<file path="config.mk">
export PLATFORM = sky130hd
export DESIGN_NAME = turing_machine
export DESIGN_NICKNAME = d
export VERILOG_FILES = /design/src/rtl/tm_pkg.sv /design/src/rtl/tm_rule_match.sv /design/src/rtl/turing_machine.sv
export SDC_FILE = /design/constraint.sdc
export NUM_CORES = 1
export LEC_CHECK = 0
export ABC_AREA = 0
export BUFFER_PORTS_ARGS = -buffer_cell sky130_fd_sc_hd__buf_2
export CORE_MARGIN = 2
export CORE_UTILIZATION = 35
export CTS_CLUSTER_SIZE = 24
export DETAILED_ROUTE_END_ITERATION = 7
export HOLD_SLACK_MARGIN = 0.06
export PLACE_DENSITY_LB_ADDON = 0.25
export SETUP_SLACK_MARGIN = 0.3
export SLEW_MARGIN = 20
export SYNTH_ARGS = -nofsm -noshare
export SYNTH_HDL_FRONTEND = slang
export SYNTH_SLANG_ARGS = --single-unit
export TNS_END_PERCENT = 30
</file>
<file path="constraint.sdc">
create_clock -name clock -period 9.4 [get_ports clock]
set_clock_uncertainty 0.15 [all_clocks]
set_input_delay 0.47 -clock clock [delete_from_list [all_inputs] [get_ports clock]]
set_output_delay 0.47 -clock clock [all_outputs]
set_load 0.005 [all_outputs]
</file>
<file path="src/rtl/tm_pkg.sv">
// Shared types and constants for the programmable Turing machine tile.
// Rules are stored as five consecutive 4-bit program words.
package tm_pkg;

  localparam int DATA_W         = 4;
  localparam int PROG_DEPTH     = 64;
  localparam int TAPE_LEN       = 32;
  localparam int WORDS_PER_RULE = 5;
  localparam int MAX_RULES      = PROG_DEPTH / WORDS_PER_RULE;
  localparam int PTR_W          = 7;
  localparam int MEM_AW         = 6;
  localparam int HEAD_W         = 5;
  localparam int RCNT_W         = 4;
  localparam int DISP_W         = 11;
  localparam int DISP_HALF      = 5;

  localparam logic [DATA_W-1:0] HALT_STATE = 4'hF;

  typedef enum logic [1:0] {
    LOAD = 2'd0,
    RUN  = 2'd1,
    HALT = 2'd2
  } phase_e;

  typedef enum logic [1:0] {
    MOVE_L = 2'd0,
    MOVE_R = 2'd1,
    MOVE_S = 2'd2
  } move_e;

  typedef struct packed {
    logic [DATA_W-1:0] cur_state;
    logic [DATA_W-1:0] read_sym;
    logic [DATA_W-1:0] write_sym;
    logic [DATA_W-1:0] move;
    logic [DATA_W-1:0] next_state;
  } rule_t;

  // Move words 2, 3 and anything undefined all mean "stay".
  function automatic move_e decode_move(input logic [DATA_W-1:0] w);
    case (w)
      4'd0:    return MOVE_L;
      4'd1:    return MOVE_R;
      default: return MOVE_S;
    endcase
  endfunction

endpackage

</file>
<file path="src/rtl/tm_rule_match.sv">
// Parallel priority matcher: every loaded rule is compared against
// (state, symbol) at once and the lowest-index hit wins.
module tm_rule_match
  import tm_pkg::*;
(
  input  rule_t [MAX_RULES-1:0] rules_i,
  input  logic  [RCNT_W-1:0]    rule_cnt_i,
  input  logic  [DATA_W-1:0]    state_i,
  input  logic  [DATA_W-1:0]    sym_i,
  output logic                  hit_o,
  output logic  [DATA_W-1:0]    write_sym_o,
  output move_e                 move_o,
  output logic  [DATA_W-1:0]    next_state_o
);

  logic [MAX_RULES-1:0] match_s;

  // Descending scan so that the lowest matching index is assigned last.
  always_comb begin
    hit_o        = 1'b0;
    write_sym_o  = '0;
    move_o       = MOVE_S;
    next_state_o = '0;
    for (int i = MAX_RULES - 1; i >= 0; i--) begin
      match_s[i] = (i < int'(rule_cnt_i)) &&
                   (rules_i[i].cur_state == state_i) &&
                   (rules_i[i].read_sym == sym_i);
      if (match_s[i]) begin
        hit_o        = 1'b1;
        write_sym_o  = rules_i[i].write_sym;
        move_o       = decode_move(rules_i[i].move);
        next_state_o = rules_i[i].next_state;
      end else begin
        hit_o        = hit_o;
      end
    end
  end

endmodule

</file>
<file path="src/rtl/turing_machine.sv">
// Single-tape programmable Turing machine: LOAD program words, RUN steps, HALT.
// Define TM_AUTORUN_EN to step every clock in RUN instead of once per Next rise.
module turing_machine
  import tm_pkg::*;
(
  input  logic              clock,
  input  logic              reset,
  input  logic [DATA_W-1:0] input_data,
  input  logic              Next,
  input  logic              Done,
  output logic [DISP_W-1:0] display_out,
  output logic [DATA_W-1:0] currState,
  output logic [DATA_W-1:0] read_data,
  output logic              Compute_done
);

  phase_e            phase_q, phase_d;
  logic              next_q;
  logic [PTR_W-1:0]  wr_ptr_q, wr_ptr_d;
  logic [RCNT_W-1:0] rule_cnt_q, rule_cnt_d;
  logic [HEAD_W-1:0] head_q, head_d;
  logic [DATA_W-1:0] state_q, state_d;
  logic [DATA_W-1:0] mem_q  [PROG_DEPTH];
  logic [DATA_W-1:0] tape_q [TAPE_LEN];

  logic                  rise_s;
  logic                  step_s;
  logic                  load_wr_s;
  logic                  tape_wr_s;
  logic [DATA_W-1:0]     sym_s;
  rule_t [MAX_RULES-1:0] rules_s;
  logic                  hit_s;
  logic [DATA_W-1:0]     m_write_s;
  move_e                 m_move_s;
  logic [DATA_W-1:0]     m_next_s;

  assign rise_s    = Next & ~next_q;
  assign load_wr_s = (phase_q == LOAD) && rise_s && (wr_ptr_q < PTR_W'(PROG_DEPTH));
  assign sym_s     = tape_q[head_q];
  assign tape_wr_s = step_s & hit_s;

`ifdef TM_AUTORUN_EN
  assign step_s = (phase_q == RUN);
`else
  assign step_s = (phase_q == RUN) && rise_s;
`endif

  // Rules are just a view of the program memory, five words apiece.
  always_comb begin
    for (int i = 0; i < MAX_RULES; i++) begin
      rules_s[i].cur_state  = mem_q[MEM_AW'(i * WORDS_PER_RULE)];
      rules_s[i].read_sym   = mem_q[MEM_AW'(i * WORDS_PER_RULE + 1)];
      rules_s[i].write_sym  = mem_q[MEM_AW'(i * WORDS_PER_RULE + 2)];
      rules_s[i].move       = mem_q[MEM_AW'(i * WORDS_PER_RULE + 3)];
      rules_s[i].next_state = mem_q[MEM_AW'(i * WORDS_PER_RULE + 4)];
    end
  end

  tm_rule_match u_match (
    .rules_i      (rules_s),
    .rule_cnt_i   (rule_cnt_q),
    .state_i      (state_q),
    .sym_i        (sym_s),
    .hit_o        (hit_s),
    .write_sym_o  (m_write_s),
    .move_o       (m_move_s),
    .next_state_o (m_next_s)
  );

  // Phase register.
  always_ff @(posedge clock or negedge reset) begin
    if (!reset) begin
      phase_q <= LOAD;
    end else begin
      phase_q <= phase_d;
    end
  end

  // Phase transitions; a missing rule or a HALT_STATE target ends the run.
  always_comb begin
    phase_d = phase_q;
    case (phase_q)
      LOAD: begin
        if (Done) phase_d = RUN;
        else      phase_d = LOAD;
      end
      RUN: begin
        if (step_s && (!hit_s || (m_next_s == HALT_STATE))) phase_d = HALT;
        else                                                phase_d = RUN;
      end
      HALT:    phase_d = HALT;
      default: phase_d = LOAD;
    endcase
  end

  // Phase-derived outputs and the tape window around the head.
  always_comb begin
    Compute_done = (phase_q == HALT);
    currState    = state_q;
    read_data    = sym_s;
    display_out  = '0;
    for (int k = -DISP_HALF; k <= DISP_HALF; k++) begin
      int idx;
      idx = int'(head_q) + k;
      if ((idx >= 0) && (idx < TAPE_LEN)) display_out[DISP_HALF + k] = |tape_q[idx[HEAD_W-1:0]];
      else                                display_out[DISP_HALF + k] = 1'b0;
    end
  end

  // Next-state of pointer, rule count, head and machine state.
  always_comb begin
    wr_ptr_d   = wr_ptr_q + PTR_W'(load_wr_s);
    rule_cnt_d = rule_cnt_q;
    head_d     = head_q;
    state_d    = state_q;
    if ((phase_q == LOAD) && Done) begin
      rule_cnt_d = RCNT_W'(wr_ptr_d / PTR_W'(WORDS_PER_RULE));
    end else begin
      rule_cnt_d = rule_cnt_q;
    end
    if (tape_wr_s) begin
      state_d = m_next_s;
      case (m_move_s)
        MOVE_L:  head_d = (head_q != '0) ? head_q - 5'd1 : head_q;
        MOVE_R:  head_d = (head_q != HEAD_W'(TAPE_LEN - 1)) ? head_q + 5'd1 : head_q;
        default: head_d = head_q;
      endcase
    end else begin
      state_d = state_q;
    end
  end

  // Scalar registers.
  always_ff @(posedge clock or negedge reset) begin
    if (!reset) begin
      next_q     <= 1'b0;
      wr_ptr_q   <= '0;
      rule_cnt_q <= '0;
      head_q     <= HEAD_W'(TAPE_LEN / 2);
      state_q    <= '0;
    end else begin
      next_q     <= Next;
      wr_ptr_q   <= wr_ptr_d;
      rule_cnt_q <= rule_cnt_d;
      head_q     <= head_d;
      state_q    <= state_d;
    end
  end

  // Program memory.
  always_ff @(posedge clock or negedge reset) begin
    if (!reset) begin
      for (int i = 0; i < PROG_DEPTH; i++) mem_q[i] <= '0;
    end else if (load_wr_s) begin
      mem_q[wr_ptr_q[MEM_AW-1:0]] <= input_data;
    end
  end

  // Tape storage.
  always_ff @(posedge clock or negedge reset) begin
    if (!reset) begin
      for (int i = 0; i < TAPE_LEN; i++) tape_q[i] <= '0;
    end else if (tape_wr_s) begin
      tape_q[head_q] <= m_write_s;
    end
  end

endmodule

</file>
After elaboration in Yosys (flattened, before gate mapping). Cells that the tools add are included.

Input bits: 8. Output and inout bits: 20. Register bits: 407.

Divide/modulo/power cells: 1. Add/sub/neg operators: 13. Reductions and logical operators: 66. Equality and inequality tests: 29. Magnitude comparators: 49. Bitwise logic cells: 15. Multiplexer cells: 104.

Operators by type and width (count): $bwmux W256 (1); $bmux W4 S5 (11); $mux W4 (42); $bwmux W128 (1); $ge A6 B6 Y1 const B (11); $not A5 Y6 (11); $eq A4 B4 Y1 (14); $reduce_or A4 Y1 (11); $logic_and A1 B1 Y1 (42); $lt A7 B7 Y1 const B (6); $ge A7 B1 Y1 const B (5); $ge A6 B1 Y1 const B (5); $lt A6 B6 Y1 const B (5); $mux W2 (13); $demux W4 S6 (1); $eq A4 B1 Y1 const B (6); $logic_not A4 Y1 (6); $mux W1 (24); $pmux W2 S2 (6); $demux W4 S5 (1); $lt A3 B4 Y1 const A (4); $lt A4 B4 Y1 const A (4); $add A6 B3 Y7 const B (2); $add A5 B2 Y6 const B (2); 34 further kinds (43).

Longest topological paths before layout.
Depth in word-level cells: 23. Mapped depth: 25.

Hierarchy. From an unflattened synthesis, not the netlist that was laid out.

Cell total of the unflattened synthesis: 1528. Area total of the unflattened synthesis: 17374.2 um^2.

By module, submodules not included: turing_machine (area an instance 14672.8 um^2, instances 1, seq. area each 6982.9 um^2, cells an instance 1127); tm_rule_match (area an instance 2701.3 um^2, instances 1, seq. area each 0.0 um^2, cells an instance 401).

Least setup slack after synthesis. No wires, ideal clock.

Kind: flip-flop to flip-flop. Start: reg head_q[1]. End: reg head_q[4]. Library setup time: 0.076 ns. Buffers on the path: 5. Cell stages (with the launch flop): 23. Data required time: 9.174 ns. Data arrival time: 5.086 ns. Path slack: 4.088 ns. Cells stage by stage: dfrtp_1 > buf_6 > buf_8 > buf_8 > buf_6 > mux4_2 > and2_1 > o22a_4 > o31a_1 > o221a_2 > and2_4 > buf_6 > a211o_1 > o21ai_1 > o21ai_0 > fa_1 > a21o_1 > a21o_1 > nand2b_1 > or3_1 > and3b_1 > o211ai_1 > xnor2_1.

Longest elaborated chain between the ends: 20.

RTL lines: start: declaration (line turing_machine.sv:21) `logic [HEAD_W-1:0] head_q, head_d;`; start signal: assignment (line turing_machine.sv:139) `head_q <= HEAD_W'(TAPE_LEN / 2);`; $not A5 Y6 (implied by the code) (line turing_machine.sv:39) `assign sym_s = tape_q[head_q];`; $bmux W4 S5 (line turing_machine.sv:39); $mux W4 (implied by the code) (2 in series) (line turing_machine.sv:39); $eq A4 B4 Y1 (line tm_rule_match.sv:27) `(rules_i[i].read_sym == sym_i);`; $logic_and A1 B1 Y1 (line tm_rule_match.sv:26) `(rules_i[i].cur_state == state_i) &&`; $mux W1 (12 in series) (line tm_rule_match.sv:28) `if (match_s[i]) begin`; $and A1 B1 Y1 (line turing_machine.sv:40) `assign tape_wr_s = step_s & hit_s;`; $reduce_and A4 Y1 (no source line).

Several ways; a longest one is shown, not always the timed one. The select of a mux whose other input is x is not followed. A chain may end at the register's enable or synchronous reset.

Worst setup path in the final report. Same ends and word-level chain as after synthesis.

==> results.sh <==
export IMPL_vias_in_the_first_global_route=11700
export IMPL_final_hold_violation_count=0
export IMPL_pin_count=28
export IMPL_run_status="complete, no violations"
export IMPL_detailedRoute_firstPassIterationCount=5
export IMPL_synth_area_um2=16500
export IMPL_floorplan_initialDensity=0.354
export IMPL_drt_first_iter_violations=751
export IMPL_grt_overflow_total=0
export IMPL_placement_rows=79
export IMPL_maxCapViolations=0
export IMPL_worst_rel_slew_slack=0.231
export IMPL_route_detailed_vias_per_inst=5.76
export IMPL_ant_nets=0
export IMPL_power_per_cell_area_nw_per_um2=163
export IMPL_synth_distinct_cells=94
export IMPL_grtUsageMet2=0.299
export IMPL_crit_start="head_q[1]$_DFFE_PN0P_"
export IMPL_clock_fmax_ghz=0.152
export IMPL_globalRouteMet1Util=0.270
export IMPL_num_antenna_cells=0
export IMPL_avgRoutedWirePerCell_um=23.1
export IMPL_hp_class="primary input to register"
export IMPL_mappedNetlistNets=1441
export IMPL_die_area_um2=48900
export IMPL_synth_edff_count=0
export IMPL_asyncSetResetFlopFracSynth=1.00
export IMPL_power_leakage_nw=8.12
export IMPL_rsz0062_at_grt="no"
export IMPL_critPathCapture="head_q[4]$_DFFE_PN1P_"
export IMPL_fin_hold_ws_ns=0.127
export IMPL_path_max_fanout=59
export IMPL_worst_supply_voltage_drop_on_vdd_mv=0.139
export IMPL_routabilityCongestion=0.877
export IMPL_slew_viol_final=0
export IMPL_grt_start_max_net_pins=148
export IMPL_post_route_wl_um=46900
export IMPL_buffer_ports_inserted=27
export IMPL_cts_buffers=34
export IMPL_worstHoldPathCells=4
export IMPL_dr_total_vias=11700
export IMPL_timing_critical_path_to_type="register"
export IMPL_core_area_um2=46600
export IMPL_cts_root_to_sink_buffers=3
export IMPL_r2r_end="head_q[4]$_DFFE_PN1P_"
export IMPL_track_usage=0.192
export IMPL_reg2reg_depth=18
export IMPL_clock_tree_htree_level_count=2
export IMPL_dieHeight_um=221
export IMPL_finish_net_count=1431
export IMPL_timing_final_crit_share=0.701
export IMPL_final_layout_size_suffix_gt1_frac=0.266
export IMPL_synthFlopType="sky130_fd_sc_hd__dfrtp_1"
export IMPL_postSynthCellCount=1412
export IMPL_ys_warnings_count=0
export IMPL_finalWorstPathRequiredPeriod_ns=6.59
export IMPL_clock_tree_from_tritoncts="yes"
export IMPL_synth_seq_cells=279
export IMPL_critical_path_required_ns=9.73
export IMPL_reg2reg_from="head_q[1]$_DFFE_PN0P_"
export IMPL_fin_setup_tns_ns=0
export IMPL_worstSkewPairLatency_ns=0.56
export IMPL_cts_num_sinks=279
export IMPL_grt_pass1_wl_um=72900
export IMPL_mostFrequentLayoutCell="sky130_fd_sc_hd__dfrtp_1"
export IMPL_critical_path_class="register to register"
export IMPL_cts_root_buf="sky130_fd_sc_hd__clkbuf_16"
export IMPL_start_kind="register"
export IMPL_ys_seq_area_frac=0.424
export IMPL_postSynthAreaPerCell_um2=11.7
export IMPL_grt_met3_usage=0.0364
export IMPL_grt_busiest_layer="met2"
export IMPL_antenna_found_initial=0
export IMPL_drcViolationCount=0
export IMPL_hpwlAfterDp_um=32400
export IMPL_flow_area_growth_from_synthesis_pct=10.5
export IMPL_arrival_ns=6.92
export IMPL_die_width_um=221
export IMPL_post_cts_setup_buffers=0
export IMPL_r2r_setup_slack_ns=2.81
export IMPL_layout_common_cells="276 x sky130_fd_sc_hd__dfrtp_1, 179 x sky130_fd_sc_hd__mux2_2, 96 x sky130_fd_sc_hd__nand2_1"
export IMPL_setup_violations_final=0
export IMPL_clk_pin_slew_worst_paths_ns=0.06
export IMPL_max_slew_worst_pin_slew_ns=1.15
-- sequential cells by signal, summed over array words and instances, names as in the netlist --
name	flops
currState	4
tape_q	128
wr_ptr_q	7
phase_q	2
mem_q	128
head_q	5
rule_cnt_q	4
next_q	1
-- worst max-delay path: stages, from the launching register on --
cell and delay (ns):
sky130_fd_sc_hd__dfrtp_4 1.05, sky130_fd_sc_hd__buf_4 0.43, sky130_fd_sc_hd__mux2i_1 0.25, sky130_fd_sc_hd__o22ai_1 0.13, sky130_fd_sc_hd__a32oi_1 0.80, sky130_fd_sc_hd__a31oi_1 0.30, sky130_fd_sc_hd__o211a_1 0.29, sky130_fd_sc_hd__a2111oi_0 0.62
sky130_fd_sc_hd__nor3_1 0.19, sky130_fd_sc_hd__o21ai_1 0.26, sky130_fd_sc_hd__o21ai_0 0.27, sky130_fd_sc_hd__fa_1 0.47, sky130_fd_sc_hd__a21o_1 0.17, sky130_fd_sc_hd__a21o_1 0.20, sky130_fd_sc_hd__nand2b_1 0.16, sky130_fd_sc_hd__or3_1 0.33
sky130_fd_sc_hd__and3b_1 0.17, sky130_fd_sc_hd__o211ai_1 0.09, sky130_fd_sc_hd__xnor2_1 0.14
-- cell families after synthesis --
kind of cell	synth area share
AO/OA/AOI/OAI	0.0862
flip-flops	0.424
multiplexers	0.285
XOR/XNOR	0.0324
adder cells (fa/ha/maj)	0.0176
AND/OR/NAND/NOR	0.121
buffers and inverters	0.0338
-- per-stage QoR --
stage | total power, mW | cells | utilization | setup WS (ns) | cell area [um2]
after floorplan | 1.60 | 1412 | - | 4.09 | 16500
after global placement | 1.71 | 1970 | 0.367 | 3.08 | 17100
after detailed placement | 1.72 | 1970 | 0.367 | 2.85 | 17100
after CTS | 3.01 | 2031 | 0.391 | 2.83 | 18200
after global routing | 3.11 | 2032 | 0.391 | 2.28 | 18200
final | 2.97 | 2032 | 0.391 | 2.81 | 18200
-- power by group --
| group | switching, mW | internal, mW |
|---|---|---|
| logic | 0.192 | 0.139 |
| clock network | 0.540 | 0.732 |
| registers | 0.0815 | 1.29 |
-- worst min path at each step --
stage,startpoint,endpoint,slack (ns)
final,Done,phase_q[0]$_DFF_PN0_,0.13
after global routing,Done,phase_q[0]$_DFF_PN0_,0.15
after CTS,Done,phase_q[0]$_DFF_PN0_,0.10
after detailed placement,mem_q[203]$_DFFE_PN0P_,mem_q[203]$_DFFE_PN0P_,0.34
after global placement,mem_q[201]$_DFFE_PN0P_,mem_q[201]$_DFFE_PN0P_,0.33
after floorplan,reset,currState[0]$_DFFE_PN0P_,0.02
-- layout make-up --
class                   instances  area (um2)
inverters                      30         113
clock inverters                15         138
fillers                      4435       28300
multi-input cells            1016        9010
flip-flops and latches        279        6990
well taps                     607         759
clock buffers                  44         928
repair buffers                 41         288
-- layer usage --
metal	vias to the layer above	part of all wire
met2	320	0.46
met4	0	0.026
met5	-	0
met3	68	0.059
met1	6026	0.46
li1	5287	-
-- cell usage after synthesis, types with 31 or more instances --
cell type | count | share of area
sky130_fd_sc_hd__dfrtp_1 | 278 | 0.42
sky130_fd_sc_hd__mux2_2 | 179 | 0.12
sky130_fd_sc_hd__nand2_1 | 96 | 0.022
sky130_fd_sc_hd__mux2_1 | 92 | 0.063
sky130_fd_sc_hd__mux2i_1 | 70 | 0.043
sky130_fd_sc_hd__clkbuf_1 | 57 | 0.013
sky130_fd_sc_hd__mux4_2 | 42 | 0.057
sky130_fd_sc_hd__nor4_1 | 40 | 0.015
sky130_fd_sc_hd__nor3_1 | 32 | 0.0097
sky130_fd_sc_hd__nand3_1 | 31 | 0.0094
sky130_fd_sc_hd__nor2_1 | 31 | 0.0071
sky130_fd_sc_hd__xor2_1 | 31 | 0.016
-- repair_timing --
item                                   in CTS  in global routing
endpoints found under the hold margin     132                  0
hold buffers                                2                  0
gates resized for setup                     0                  0
setup endpoints to repair                   0                  0
Power figures use the tool's default switching activity.
